### config.mk
export PLATFORM = sky130hd
export DESIGN_NAME = pixel_combinator
export DESIGN_NICKNAME = d
export VERILOG_FILES = /design/src/rtl/pixel_combinator.sv
export SDC_FILE = /design/constraint.sdc
export NUM_CORES = 1
export LEC_CHECK = 0
export ABC_CLOCK_PERIOD_IN_PS = 2800
export BUFFER_PORTS_ARGS = -buffer_cell sky130_fd_sc_hd__buf_2
export CORE_AREA = 5 5 81 140
export DETAILED_ROUTE_END_ITERATION = 12
export DIE_AREA = 0 0 86 145
export PLACE_DENSITY = 0.9
export SLEW_MARGIN = 20
export SYNTH_ARGS = -nofsm -noshare
export SYNTH_HDL_FRONTEND = slang
export SYNTH_SLANG_ARGS = --single-unit
### constraint.sdc
create_clock -name clk -period 2.8 [get_ports clk]
set_input_delay 0.14 -clock clk [delete_from_list [all_inputs] [get_ports clk]]
set_output_delay 0.14 -clock clk [all_outputs]
set_load 0.01 [all_outputs]
### src/rtl/pixel_combinator.sv
// pixel_combinator: walks the frame in raster order, fetches each pixel from whichever queue holds it, emits an ordered stream.
// Optional WAIT_HIT timeout with DEFAULT_COLOUR substitution is built when PIXEL_COMBINATOR_TIMEOUT_EN is defined.
//   state    | meaning
//   REQUEST  | publish (x,y) as the live check coordinate
//   WAIT_HIT | wait for a queue to claim the coordinate, capture its colour
//   OUTPUT   | present the pixel until the downstream handshake, then advance raster
module pixel_combinator #(
    parameter int                  DATA_WIDTH     = 32,
    parameter int                  RBG_SIZE       = 24,
    parameter int                  NUM_QUEUES     = 4,
    parameter int                  IMAGE_WIDTH    = 640,
    parameter int                  IMAGE_HEIGHT   = 480,
    parameter int                  TIMEOUT_CYCLES = 1024,
    parameter logic [RBG_SIZE-1:0] DEFAULT_COLOUR = '0
) (
    input  logic                           clk,
    input  logic                           reset,
    input  logic [NUM_QUEUES*RBG_SIZE-1:0] colour_i,
    input  logic [NUM_QUEUES-1:0]          hit_i,
    output logic [DATA_WIDTH-1:0]          xpixel_check,
    output logic [DATA_WIDTH-1:0]          ypixel_check,
    output logic                           check_valid,
    output logic [RBG_SIZE-1:0]            colour_o,
    output logic                           out_valid,
    input  logic                           out_ready,
    output logic                           sop,
    output logic                           eol,
    output logic                           eop,
    output logic [15:0]                    frame_count,
    output logic                           multi_hit
`ifdef PIXEL_COMBINATOR_TIMEOUT_EN
    ,
    output logic                           timeout_err
`endif
);

    localparam int XW = (IMAGE_WIDTH > 1) ? $clog2(IMAGE_WIDTH) : 1;
    localparam int YW = (IMAGE_HEIGHT > 1) ? $clog2(IMAGE_HEIGHT) : 1;
    localparam logic [XW-1:0] X_LAST = XW'(IMAGE_WIDTH - 1);
    localparam logic [YW-1:0] Y_LAST = YW'(IMAGE_HEIGHT - 1);

    typedef enum logic [1:0] {REQUEST, WAIT_HIT, OUTPUT} state_t;

    state_t                  state_q, state_d;
    logic [XW-1:0]           x_q, x_d;
    logic [YW-1:0]           y_q, y_d;
    logic [DATA_WIDTH-1:0]   xchk_d, ychk_d;
    logic                    check_valid_d, out_valid_d;
    logic [RBG_SIZE-1:0]     colour_d, sel_colour, cap_colour;
    logic                    sop_d, eol_d, eop_d, multi_hit_d, capture;
    logic [15:0]             frame_count_d;

`ifdef PIXEL_COMBINATOR_TIMEOUT_EN
    localparam int TW = (TIMEOUT_CYCLES > 1) ? $clog2(TIMEOUT_CYCLES) : 1;
    logic [TW-1:0] tmo_cnt_q, tmo_cnt_d;
    logic          timeout_err_d;
`else
    logic unused_timeout_cfg;
    assign unused_timeout_cfg = ^{DEFAULT_COLOUR, 32'(TIMEOUT_CYCLES)};
`endif

    // Lowest-index hit wins when several queues claim the same coordinate.
    always_comb begin
        sel_colour = '0;
        for (int k = NUM_QUEUES - 1; k >= 0; k--) begin
            if (hit_i[k]) sel_colour = colour_i[k*RBG_SIZE +: RBG_SIZE];
        end
    end

    always_comb begin
        state_d       = state_q;
        x_d           = x_q;
        y_d           = y_q;
        xchk_d        = xpixel_check;
        ychk_d        = ypixel_check;
        check_valid_d = check_valid;
        colour_d      = colour_o;
        out_valid_d   = out_valid;
        sop_d         = sop;
        eol_d         = eol;
        eop_d         = eop;
        frame_count_d = frame_count;
        multi_hit_d   = multi_hit;
        capture       = 1'b0;
        cap_colour    = sel_colour;
`ifdef PIXEL_COMBINATOR_TIMEOUT_EN
        tmo_cnt_d     = tmo_cnt_q;
        timeout_err_d = timeout_err;
`endif
        unique case (state_q)
            REQUEST: begin
                xchk_d        = DATA_WIDTH'(x_q);
                ychk_d        = DATA_WIDTH'(y_q);
                check_valid_d = 1'b1;
                state_d       = WAIT_HIT;
`ifdef PIXEL_COMBINATOR_TIMEOUT_EN
                tmo_cnt_d     = TW'(TIMEOUT_CYCLES - 1);
`endif
            end
            WAIT_HIT: begin
                capture = |hit_i;
                if ($countones(hit_i) > 1) multi_hit_d = 1'b1;
`ifdef PIXEL_COMBINATOR_TIMEOUT_EN
                if (!capture && tmo_cnt_q == '0) begin
                    capture       = 1'b1;
                    cap_colour    = DEFAULT_COLOUR;
                    timeout_err_d = 1'b1;
                end else if (tmo_cnt_q != '0) begin
                    tmo_cnt_d = tmo_cnt_q - 1'b1;
                end
`endif
                if (capture) begin
                    colour_d      = cap_colour;
                    check_valid_d = 1'b0;
                    out_valid_d   = 1'b1;
                    sop_d         = (x_q == '0) && (y_q == '0);
                    eol_d         = (x_q == X_LAST);
                    eop_d         = (x_q == X_LAST) && (y_q == Y_LAST);
                    state_d       = OUTPUT;
                end
            end
            OUTPUT: begin
                if (out_ready) begin
                    out_valid_d = 1'b0;
                    sop_d       = 1'b0;
                    eol_d       = 1'b0;
                    eop_d       = 1'b0;
                    state_d     = REQUEST;
                    if (x_q != X_LAST) begin
                        x_d = x_q + 1'b1;
                    end else begin
                        x_d = '0;
                        if (y_q != Y_LAST) begin
                            y_d = y_q + 1'b1;
                        end else begin
                            y_d           = '0;
                            frame_count_d = frame_count + 16'd1;
                        end
                    end
                end
            end
            default: state_d = REQUEST;
        endcase
    end

    always_ff @(posedge clk) begin
        if (reset) begin
            state_q      <= REQUEST;
            x_q          <= '0;
            y_q          <= '0;
            xpixel_check <= '0;
            ypixel_check <= '0;
            check_valid  <= 1'b0;
            colour_o     <= '0;
            out_valid    <= 1'b0;
            sop          <= 1'b0;
            eol          <= 1'b0;
            eop          <= 1'b0;
            frame_count  <= '0;
            multi_hit    <= 1'b0;
`ifdef PIXEL_COMBINATOR_TIMEOUT_EN
            tmo_cnt_q    <= '0;
            timeout_err  <= 1'b0;
`endif
        end else begin
            state_q      <= state_d;
            x_q          <= x_d;
            y_q          <= y_d;
            xpixel_check <= xchk_d;
            ypixel_check <= ychk_d;
            check_valid  <= check_valid_d;
            colour_o     <= colour_d;
            out_valid    <= out_valid_d;
            sop          <= sop_d;
            eol          <= eol_d;
            eop          <= eop_d;
            frame_count  <= frame_count_d;
            multi_hit    <= multi_hit_d;
`ifdef PIXEL_COMBINATOR_TIMEOUT_EN
            tmo_cnt_q    <= tmo_cnt_d;
            timeout_err  <= timeout_err_d;
`endif
        end
    end

endmodule

==> key figures, run 1 <==
Clock network
  – Setup Fix Bufs, Post-CTS: 0
  – Clock Path Buffers: 2
  – CTS Root Cell: clkbuf_16
  – Clock buffer count from CTS: 9
  – CTS sink count: 86
  – Clock latency on the worst-skew pair: 0.34 ns
  – TritonCTS clock tree: built
  – CTS H-tree lvls: 3
  – Worst-path clk slew: 0.06 ns
  – Hold_buf cts: 0
  – Resized cells post-CTS: 0

STA
  – RSZ-0062 raised after global routing: no
  – Fmax: 444 MHz
  – Slew Limit Fails: 0
  – Worst slew pin tran: 0.529 ns
  – Setup total negative slack: 0 ns
  – Tcrit/Tclk final: 80.5%
  – Slew HR: 64.7%
  – Hold Fails Final Rpt: 0
  – Hold slack: 0.115 ns
  – Clock Skew: 0.00424 ns
  – Minimum clock period: 2.25 ns
  – Final setup viols: 0

Routing
  – Antenna Nets Post-Route: 0
  – DRC: 0
  – DR vias: 4751
  – Wirelength per Cell: 16.8 um
  – Final WL: 14000 um
  – DRC violation total after the first TritonRoute iteration: 345
  – DRT Pass-1 Iters: 6
  – Via/cell ratio: 5.70

Power and ir drop
  – P_sw: 0.768 mW
  – Sw Ratio: 24.7%
  – Clk pwr share: 43.6%
  – Total leakage power: 2.38 nW
  – Comb power frac: 14.5%
  – Max VDD drop: 0.388 mV
  – Flop pwr share: 41.9%
  – Pint: 2.34 mW
  – Pwr Density: 548 mW/mm^2
  – Pwr Total: 3.11 mW

Global route
  – First-pass GRT wire length: 22500 um
  – Initial antenna violation count: 0
  – Largest net degree at the start of global routing: 36
  – Tot GR Track Use: 22.0%
  – Vias in the first global route: 4682
  – Global route total overflow: 0

Logic synthesis
  – Main area contributors after synthesis: dfxtp_1 (37%), a21oi_1 (8.0%), buf_4 (7.5%)
  – Async SR Flop Fraction: 0%
  – Synth Cell Area: 0.00462 mm^2
  – Post-synth top area cell: dfxtp_1
  – Ys Warns: 0
  – Syn avg cell area: 8.28 um^2
  – Cells after Synth: 558
  – Part of the Yosys area used for sequential elements: 37.2%
  – FF+latch count, synth: 86
  – Post-synth EDFFs: 0
  – Share of the synthesized area in the top cell type: 37.2%
  – Post-synth cell types: 52
  – Ys flop type: dfxtp_1

Setup path
  – Setup CP Type: flip-flop to flip-flop
  – Slowest cell on crit path: or4_1
  – Crit-path max FO: 19
  – Critical Path Source Type: flip-flop
  – CP peak stage delay: 0.62 ns
  – Worst path required time: 3.07 ns
  – Cells along the critical path: ha_1, and4_1, nand2_1, or4_1, a21oi_1
  – Endpoint type of the worst setup path: flip-flop
  – WP data arrival: 2.52 ns

Floorplanning
  – CORE AREA: 0.0101 mm^2
  – Die area: 0.0125 mm^2
  – Initial core utilization: 45.7%
  – # rows: 49
  – IO Count: 213
  – Die Y-Extent: 145 um
  – DIE WIDTH: 86 um

Worst hold path
  – Worst Hold Class: input port to flip-flop

Placement
  – Global placement routability congestion: 0.866
  – Detail Placement HPWL: 10900 um
  – IO buf count: 167
  – Area post-placement: 0.00534 mm^2

Cells and area
  – Diodes inserted: 0
  – Design Area, Final: 0.00567 mm^2
  – Area of the multi-input gates: 0.00251 mm^2
  – Fin util: 56.1%
  – Nets: 813
  – Ratio of cells with drive above 1 in the final layout: 29.3%
  – P&R area growth vs syn: 22.8%
  – Fillers: 945
  – FF+latch area: 0.00172 mm^2

Outcome
  – Status: completed

Run
  – Maxcap violations: 0
final cells by class:
class | count | share of cell area (%)
Multi-Input combinational cell | 419 | 44.2
Sequential cell | 86 | 30.3
Timing Repair Buffer | 177 | 16.1
Clock buffer | 11 | 4.28
Tap cell | 127 | 2.80
Clock inverter | 4 | 1.68
Inverter | 10 | 0.662
worst paths after layout:
check	start	to	slack, ns	cells after the start
max reg2reg	y_q[1]	frame_count[8]	0.55	5
min reg2reg	xpixel_check[8]	xpixel_check[8]	0.45	2
max	y_q[1]	frame_count[8]	0.55	5
min	out_ready	state_q[1]	0.12	3
placed cells by master, fill, tap and decap left out, drive strengths merged, types with 4 or more instances in the layout:
| cell | n |
|---|---|
| nand2 | 56 |
| nand4 | 12 |
| nand3 | 19 |
| and4 | 5 |
| clkbuf | 11 |
| conb | 45 |
| inv | 9 |
| nor2b | 4 |
| nor2 | 42 |
| or3 | 4 |
| nor3 | 4 |
| nor4 | 4 |
| o21ai | 6 |
| o211ai | 25 |
| a221o | 23 |
| dfxtp | 86 |
| buf | 177 |
| or4 | 17 |
| a21oi | 74 |
| o31ai | 13 |
| a211oi | 25 |
| xnor2 | 4 |
| ha | 6 |
| and2 | 5 |
flip-flops by register name (all words and copies together), names as in the netlist:
name and count:
sop 1, out_valid 1, y_q 9, state_q 2, check_valid 1, ypixel_check 9
multi_hit 1, frame_count 16, eol 1, xpixel_check 10, eop 1, colour_o 24
x_q 10
per-layer routing:
| metal | share of wire [%] | vias to the layer above | GRT usage, % |
|---|---|---|---|
| met5 | 0 | - | 0 |
| met4 | 4.3 | 0 | 10.5 |
| met3 | 8.6 | 46 | 6.86 |
| met2 | 55 | 239 | 41.7 |
| met1 | 32 | 2205 | 20.5 |
| li1 | - | 2261 | - |
worst max-delay path: cells and delay by family, from the launching register on:
kind            cells  cell delay, ns
simple gates        3            1.37
flops               1            0.42
fa+ha+maj           1            0.23
compound gates      1            0.16
Yosys cell counts (all sizes together), types with 2 or more instances:
library cell / n
or3: 4
buf: 57
o21ai: 6
and2: 5
o31ai: 13
and4: 5
ha: 6
mux2: 3
xnor2: 4
o211ai: 25
nand2b: 3
a211oi: 25
nor2b: 4
nor2: 42
a21oi: 74
xor2: 3
or3b: 2
dfxtp: 86
a221o: 23
or4b: 2
or4: 17
a311oi: 2
nor4: 4
nor3: 4
nand3: 19
clkbuf: 30
nand4: 12
inv: 9
nand2: 56
cells by family after synthesis:
kind of cell               after synthesis  share of synthesized area, %
adders and majority gates                7                          2.06
buffers and inverters                   97                          12.1
AOI/OAI and AO/OA                      172                          24.9
xor gates and xnor gates                 7                          1.33
and+or+nand+nor                        185                          21.5
muxes                                    3                         0.731
other                                    1                        0.0811
DFF                                     86                          37.2
metrics by stage:
step / setup WS (ns) / std cells
2_1_floorplan: 0.791 / 602
3_3_place_gp: 0.694 / 819
3_5_place_dp: 0.611 / 819
4_1_cts: 0.603 / 834
5_1_grt: 0.369 / 834
6_report: 0.547 / 834
power groups by stage:
| stage | logic, mW | registers [mW] | clock network [mW] |
|---|---|---|---|
| detailed placement | 0.449 | 1.33 | 0 |
| global placement | 0.442 | 1.33 | 0 |
| finish | 0.450 | 1.30 | 1.36 |
| global route | 0.498 | 1.31 | 1.42 |
| floorplan | 0.289 | 1.35 | 0 |
| CTS | 0.450 | 1.30 | 1.37 |
No activity file was read; power rests on OpenSTA's default activity.
==> run 2: changes to the inputs <==
- ABC_CLOCK_PERIOD_IN_PS: 2800 -> 2000
- CORE_AREA: 5 5 81 140 -> 5 5 85 146
- DIE_AREA: 0 0 86 145 -> 0 0 90 151
- PLACE_DENSITY: 0.9 -> 0.87
- clock period: 2.8 -> 2 ns (I/O delays scaled with it)
==> key figures, run 2 (synthesized netlist as in run 1, its figures left out) <==
STA
  – Setup total negative slack: 0 ns
  – Slew Limit Fails: 0
  – Hold slack: 0.0518 ns
  – Tcrit/Tclk final: 94.4%
  – Fmax: 530 MHz
  – Final setup viols: 0
  – Clock Skew: 0.00975 ns
  – Worst Setup Slack, final: 0.112 ns
  – Hold Fails Final Rpt: 0
  – Worst slew pin tran: 0.617 ns
  – Minimum clock period: 1.89 ns
  – Slew HR: 58.8%
  – RSZ-0062 raised after global routing: no

Cells and area
  – Fillers: 1041
  – Final Non-Filler Cells: 867
  – Commonest non-fill, non-tap cell in the layout: buf_2
  – P&R area growth vs syn: 27.4%
  – Ratio of cells with drive above 1 in the final layout: 33.2%
  – Fin util: 53.3%
  – Number of flip-flops under the largest register name: 24
  – Nets: 840
  – Most frequent cells in the layout: buf_2 (167), dfxtp_1 (80), a21oi_1 (74)
  – Diodes inserted: 0
  – Reg with most FFs: colour_o
  – Largest regs: colour_o (24), frame_count (16)

Placement
  – Detail Placement HPWL: 11200 um
  – Global placement routability congestion: 0.921
  – Pre-CTS setup slack: 0.0457 ns
  – Placed Cells: 851
  – IO buf count: 167

Global route
  – Initial antenna violation count: 0
  – Global route total overflow: 0
  – Tot GR Track Use: 20.2%
  – Vias in the first global route: 4875
  – Largest net degree at the start of global routing: 32
  – First-pass GRT wire length: 22700 um

Clock network
  – Clock latency on the worst-skew pair: 0.34 ns
  – Resized cells post-CTS: 0
  – TritonCTS clock tree: built
  – CTS H-tree lvls: 3
  – CTS Root Cell: clkbuf_16
  – CTS sink count: 86
  – Clock Path Buffers: 2
  – Setup Fix Bufs, Post-CTS: 0
  – Hold_buf cts: 0
  – Worst-path clk slew: 0.06 ns
  – Clock buffer count from CTS: 9

Power and ir drop
  – Pwr Density: 728 mW/mm^2
  – Total leakage power: 2.51 nW
  – Max VDD drop: 0.436 mV

Routing
  – DRT Pass-1 Iters: 4
  – Wirelength per Cell: 16.5 um
  – Via/cell ratio: 5.63
  – Antenna Nets Post-Route: 0
  – Final WL: 14300 um
  – DRC: 0
  – DR vias: 4878
  – DRC violation total after the first TritonRoute iteration: 329

Worst hold path
  – Worst Hold Class: input port to flip-flop

Floorplanning
  – DIE WIDTH: 90 um
  – Initial core utilization: 41.9%
  – Die Y-Extent: 151 um
  – # rows: 51
  – Die area: 0.0136 mm^2
  – IO Count: 213
  – CORE AREA: 0.0110 mm^2

Setup path
  – Crit-path max FO: 6
  – Endpoint type of the worst setup path: flip-flop
  – Critical Path Source Type: flip-flop
  – Worst path required time: 2.27 ns
  – Setup CP Type: flip-flop to flip-flop
  – WP data arrival: 2.16 ns

Outcome
  – Status: completed

Run
  – Maxcap violations: 0
[run 2: changes by cell type in the layout (fill, tap and decap cells not counted), moves of 2 or more]
cell     delta
inv_6       +2
dfxtp_2     +6
buf_4      +27
dfxtp_1     -6
[run 2: power by group]
part / switching [mW] / internal, mW
sequential: 0.0444 / 1.78
clock: 0.711 / 1.11
combinational: 0.384 / 0.257
total: 1.14 / 3.15
[run 2: worst max-delay path: stages, from the launching register on]
cell	delay, ns
dfxtp_2	0.35
ha_1	0.23
and4_2	0.28
buf_4	0.15
and2_1	0.16
or4_1	0.50
a21oi_1	0.15
[run 2: routing by layer]
layer | GRT usage [%] | share of wire (%) | vias to the layer above
li1 | - | - | 2325
met4 | 10.9 | 4.5 | 0
met5 | 0 | 0 | -
met2 | 39.1 | 55 | 238
met1 | 19.9 | 34 | 2265
met3 | 4.08 | 7.1 | 50
[run 2: final cells by class]
class / count / area, um^2 / area share (%)
multi-input cells: 419 / 2520 / 42.8
repair buffers: 204 / 1110 / 18.9
inverters: 10 / 37.5 / 0.638
well taps: 132 / 165 / 2.81
clock buffers: 10 / 229 / 3.89
flip-flops and latches: 86 / 1730 / 29.4
clock inverters: 6 / 93.8 / 1.59
[run 2: path summary, 6_finish.rpt]
kind / from / end / slack [ns] / cells past startpoint
setup / recovery: y_q[0] / y_q[3] / 0.11 / 6
setup reg to reg: y_q[0] / y_q[3] / 0.11 / 6
hold / removal: out_ready / state_q[1] / 0.05 / 3
hold reg to reg: xpixel_check[4] / xpixel_check[4] / 0.45 / 2
[run 2: metrics by stage]
stage	area, um^2	power [mW]
floorplan	4790	2.30
global placement	5550	2.49
detailed placement	5550	2.51
CTS	5870	4.32
global route	5890	4.47
finish	5890	4.29
